`src/rtl/alu_seq_pkg.sv`:
```
// rtl/alu_seq_pkg.sv - opcode and FSM state types shared by the sequential ALU
package alu_seq_pkg;

  typedef enum logic [2:0] {
    OP_NOP  = 3'd0,
    OP_ADD  = 3'd1,
    OP_AND  = 3'd2,
    OP_OR   = 3'd3,
    OP_SLT  = 3'd4,
    OP_ADDA = 3'd5,
    OP_ANDA = 3'd6,
    OP_ORA  = 3'd7
  } op_e;

  typedef enum logic [1:0] {
    S_IDLE = 2'd0,
    S_EXEC = 2'd1,
    S_RESP = 2'd2
  } state_e;

  function automatic logic is_acc_op(input op_e op);
    return (op == OP_ADDA) || (op == OP_ANDA) || (op == OP_ORA);
  endfunction

endpackage

```
`src/rtl/alu_seq_dp.sv`:
```
// rtl/alu_seq_dp.sv - combinational ALU datapath (A, B, op -> result, carry, zero)
// Optional saturation of ADD/ADDA is selected by defining ALU_SAT_EN.
module alu_seq_dp
  import alu_seq_pkg::*;
#(
  parameter int WIDTH = 16
) (
  input  logic [WIDTH-1:0] i_a,
  input  logic [WIDTH-1:0] i_b,
  input  op_e              i_op,
  output logic [WIDTH-1:0] o_result,
  output logic             o_cf,
  output logic             o_zf
);

  logic [WIDTH:0] w_sum;

  assign w_sum = {1'b0, i_a} + {1'b0, i_b};

  always_comb begin
    o_result = '0;
    o_cf     = 1'b0;
    case (i_op)
      OP_ADD, OP_ADDA: begin
        o_cf = w_sum[WIDTH];
`ifdef ALU_SAT_EN
        o_result = w_sum[WIDTH] ? '1 : w_sum[WIDTH-1:0];
`else
        o_result = w_sum[WIDTH-1:0];
`endif
      end
      OP_AND, OP_ANDA: o_result = i_a & i_b;
      OP_OR,  OP_ORA:  o_result = i_a | i_b;
      OP_SLT:          o_result = {{(WIDTH-1){1'b0}}, (i_a < i_b)};
      default: begin
        o_result = '0;
        o_cf     = 1'b0;
      end
    endcase
  end

  assign o_zf = (o_result == '0);

endmodule

```
`src/rtl/alu_seq_core.sv`:
```
// rtl/alu_seq_core.sv - handshaked sequential ALU: IDLE/EXEC/RESP FSM, operand latches, accumulator
// Saturating ADD/ADDA when ALU_SAT_EN is defined (handled in alu_seq_dp).
module alu_seq_core
  import alu_seq_pkg::*;
#(
  parameter int               WIDTH    = 16,
  parameter logic [WIDTH-1:0] ACC_INIT = '0
) (
  input  logic             i_clk,
  input  logic             i_rst_n,
  input  logic             i_enable,
  input  logic             i_in_valid,
  output logic             o_in_ready,
  input  logic [2:0]       i_opcode,
  input  logic [WIDTH-1:0] i_data_a,
  input  logic [WIDTH-1:0] i_data_b,
  output logic             o_out_valid,
  input  logic             i_out_ready,
  output logic [WIDTH-1:0] o_results,
  output logic             o_cf,
  output logic             o_zf,
  output logic [WIDTH-1:0] o_acc
);

  state_e           r_state;
  state_e           w_next_state;
  op_e              r_op;
  logic [WIDTH-1:0] r_a;
  logic [WIDTH-1:0] r_b;
  logic [WIDTH-1:0] r_results;
  logic             r_cf;
  logic             r_zf;
  logic [WIDTH-1:0] r_acc;

  logic [WIDTH-1:0] w_a;
  logic [WIDTH-1:0] w_result;
  logic             w_cf;
  logic             w_zf;
  logic             w_accept;
  logic             w_exec_done;

  // Accumulating ops take the accumulator as their A operand.
  assign w_a         = is_acc_op(r_op) ? r_acc : r_a;
  assign w_accept    = i_in_valid && o_in_ready;
  assign w_exec_done = (r_state == S_EXEC) && i_enable;

  alu_seq_dp #(.WIDTH(WIDTH)) u_dp (
    .i_a      (w_a),
    .i_b      (r_b),
    .i_op     (r_op),
    .o_result (w_result),
    .o_cf     (w_cf),
    .o_zf     (w_zf)
  );

  always_ff @(posedge i_clk or negedge i_rst_n) begin
    if (!i_rst_n) begin
      r_state <= S_IDLE;
    end else begin
      r_state <= w_next_state;
    end
  end

  always_comb begin
    w_next_state = r_state;
    case (r_state)
      S_IDLE:  if (w_accept) w_next_state = S_EXEC;
      S_EXEC:  if (i_enable) w_next_state = S_RESP;
      S_RESP:  if (i_out_ready) w_next_state = S_IDLE;
      default: w_next_state = S_IDLE;
    endcase
  end

  always_comb begin
    o_in_ready  = 1'b0;
    o_out_valid = 1'b0;
    case (r_state)
      S_IDLE:  o_in_ready  = i_enable;
      S_RESP:  o_out_valid = 1'b1;
      default: begin
        o_in_ready  = 1'b0;
        o_out_valid = 1'b0;
      end
    endcase
  end

  always_ff @(posedge i_clk or negedge i_rst_n) begin
    if (!i_rst_n) begin
      r_op      <= OP_NOP;
      r_a       <= '0;
      r_b       <= '0;
      r_results <= '0;
      r_cf      <= 1'b0;
      r_zf      <= 1'b0;
      r_acc     <= ACC_INIT;
    end else begin
      if (w_accept) begin
        r_op <= op_e'(i_opcode);
        r_a  <= i_data_a;
        r_b  <= i_data_b;
      end
      if (w_exec_done) begin
        r_results <= w_result;
        r_cf      <= w_cf;
        r_zf      <= w_zf;
        if (is_acc_op(r_op)) r_acc <= w_result;
      end
    end
  end

  assign o_results = r_results;
  assign o_cf      = r_cf;
  assign o_zf      = r_zf;
  assign o_acc     = r_acc;

endmodule

```
`config.mk`:
```
export PLATFORM = sky130hd
export DESIGN_NAME = alu_seq_core
export DESIGN_NICKNAME = d
export VERILOG_FILES = /design/src/rtl/alu_seq_pkg.sv /design/src/rtl/alu_seq_dp.sv /design/src/rtl/alu_seq_core.sv
export SDC_FILE = /design/constraint.sdc
export NUM_CORES = 1
export LEC_CHECK = 0
export CAP_MARGIN = 40
export CORE_ASPECT_RATIO = 1.4
export CORE_MARGIN = 10
export CORE_UTILIZATION = 40
export DETAILED_ROUTE_END_ITERATION = 16
export PLACE_DENSITY = 0.68
export SYNTH_ARGS = -nofsm -noshare
export SYNTH_HDL_FRONTEND = slang
export SYNTH_SLANG_ARGS = --single-unit
```
`constraint.sdc`:
```
create_clock -name i_clk -period 12.6 [get_ports i_clk]
set_input_delay 3.78 -clock i_clk [delete_from_list [all_inputs] [get_ports i_clk]]
set_output_delay 3.78 -clock i_clk [all_outputs]
set_load 0.005 [all_outputs]
```
==> results.cfg <==
[sta]
rsz0062_at_grt = no
final.setup.tns_ps = 0
slew_headroom_pct = 45.5
worstMarginPinSlew_ps = 817
max_freq_mhz = 114
finalHoldViolCount = 0
worst_hold_slack_ps = 478
slew_violations = 0
final.period_utilization_pct = 69.9
setup_viol = 0
period_needed_ps = 8810
clock-skew-final_ps = 7.00

[die]
core_um2 = 11300
ioPinCount = 76
fp.dieArea_um2 = 16400
die_x_um = 111
start_util_pct = 40.9
rows = 46
die_y_um = 147

[clocking]
tritoncts = done
cts_resized = 0
cts_buffer_depth = 2
clk_pin_slew_ps = 50
cts.sinks = 71
ctsHoldBuffers = 0
post_cts_buffers = 0
numCtsBuffers = 9
clock_latency_ps = 330
root_buffer = clkbuf_16
htreeDepth = 3

[critical_path]
max_stage_delay_ps = 530
crit_type = in2out
critPathLaunchType = primary input
required_ps = 8820
critPathCaptureType = primary output
critPathMostFrequentCell = clkdlybuf4s50_1
arrival_ps = 5030
path_cells = clkdlybuf4s50_1, nor3b_1, clkdlybuf4s50_1
cp_slowest_cell = clkdlybuf4s50_1
critPathMaxFanout = 4

[route]
drcViolationCount = 0
vias = 3860
drtIter0Drc = 198
wl_per_cell_um = 17.2
ant_nets = 0
via_per_inst = 5.42
drt_wl_total_mm = 12.3
dr.pass1.iters = 5

[global_route]
antenna_found_initial = 0
grt-ovfl-total = 0
grtUsageTotal_pct = 14.7
grt_pass1_wl_mm = 19.9
grt_max_degree = 54
grt_pass1_vias = 3983

[placement]
dpl_cell_area_um2 = 5540
dp_hpwl_mm = 9.26
place_congestion = 0.894
port_buffers = 75

[hold_path]
hold_path.class = reg2reg

[logic_synthesis]
yosys_warnings = 0
synth_edf_count = 0
ys_ff_latch = 71
synth_ff_type = dfrtp_1
async_reset_ff_share_pct = 100
synthCells = 494
syn_area_per_cell_um2 = 9.39
synthesis.area_um2 = 4640
yosysSeqAreaShare_pct = 38.3
yosysUniqueCellTypes = 65
synth_nets = 585

[outcome]
status = complete, no violations

[final_layout]
area_delta_synth_final_pct = 25.3
diodes = 0
final_cell_mix = 74 x clkdlybuf4s50_1, 71 x dfrtp_1, 67 x nand2_1
design_area_um2 = 5810
final_common_cell = clkdlybuf4s50_1
fin_nets = 654
fillers = 1075
layout-drive-gt1-share_pct = 11.3

[power_and_ir_drop]
p_per_area_nw_per_um2 = 239
ir_drop_mv = 0.101
cellLeakagePower_nw = 2.56
total_power_w = 0.00139

[run]
cap_violations = 0
## cell usage after synthesis, drive strengths merged (2+ instances only)
library cell	instances	share of area, %
or2	2	0.27
dfrtp	71	38
a211o	2	0.38
nand4	2	0.27
nor2	14	1.1
inv	48	3.9
clkbuf	20	1.6
a211oi	4	0.76
nor2b	2	0.27
nor4b	2	0.51
nand3	3	0.32
a21oi	19	2.1
o21a	2	0.32
o21ai	61	6.6
o2bb2ai	2	0.38
a22oi	5	0.81
o211ai	2	0.32
nand2b	6	0.81
o21bai	3	0.49
o22ai	2	0.27
mux2	33	8.1
ha	50	13
nand3b	4	0.65
o31ai	5	1.1
buf	3	0.51
nor3b	4	0.65
a2bb2oi	5	0.94
nor3	6	0.65
xnor2	7	1.3
o22a	5	0.94
nand2	67	5.4
a21o	5	0.81
o221ai	2	0.38
## routing by layer
layer,vias up,share of wire (%),track usage (%)
li1,1864,-,-
met1,1860,41,16.6
met2,111,51,26.0
met3,25,5.3,3.24
met4,0,2.5,6.31
met5,-,0,0
## critical path, delay by kind of cell
kind                   cells  cell delay [ps]
buffers and inverters      2             1050
AND/OR/NAND/NOR            1              200
## area by class of cell
cell class / instances / area [um2] / share of cell area (%)
clock buffer: 10 / 239 / 4.11
multi-input combinational: 352 / 2590 / 44.6
timing repair buffer: 81 / 811 / 13.9
sequential: 71 / 1780 / 30.6
inverter: 48 / 180 / 3.10
clock inverter: 6 / 36.3 / 0.624
tap: 144 / 180 / 3.10
## sequential cells by signal, indices dropped and copies added, names as in the netlist
register and count:
o_zf 1, r_b 16, r_a 16, r_op 3, o_results 16, o_cf 1
o_acc 16, r_state 2
## worst paths after layout
kind / slack, ps / endpoint / cells past startpoint / startpoint
setup / recovery: 3790 / o_in_ready / 3 / i_enable
hold / removal: 480 / o_results[3] / 2 / o_results[3]
setup reg to reg: 7680 / o_zf / 15 / r_op[0]
hold reg to reg: 480 / o_results[3] / 2 / o_results[3]
max in group asynchronous: 8580 / o_acc[15] / 3 / i_rst_n
min in group asynchronous: 3460 / r_op[2] / 2 / i_rst_n
## power breakdown
part	switching (W)	leakage, nW	internal, W
sequential	0.0000497	0.908	0.000306
combinational	0.000440	1.51	0.000360
clock	0.0000973	0.138	0.000137
## kinds of logic after synthesis
| kind of cell | Yosys count | synth area share, % |
|---|---|---|
| AO/OA/AOI/OAI | 139 | 19.6 |
| AND/OR/NAND/NOR | 120 | 12.3 |
| buffers and inverters | 71 | 6.02 |
| flip-flops | 71 | 38.3 |
| adder cells (fa/ha/maj) | 51 | 13.9 |
| multiplexers | 34 | 8.31 |
| XOR/XNOR | 8 | 1.51 |
## per-stage QoR
step                utilization, %  std cells  worst slack, ps
floorplan                        -        494             4840
global placement              48.5        694             3820
detailed placement            48.8        696             3790
CTS                           51.3        712             3790
global route                  51.3        712             3710
finish                        51.3        712             3790
No activity file was read; power rests on OpenSTA's default activity.
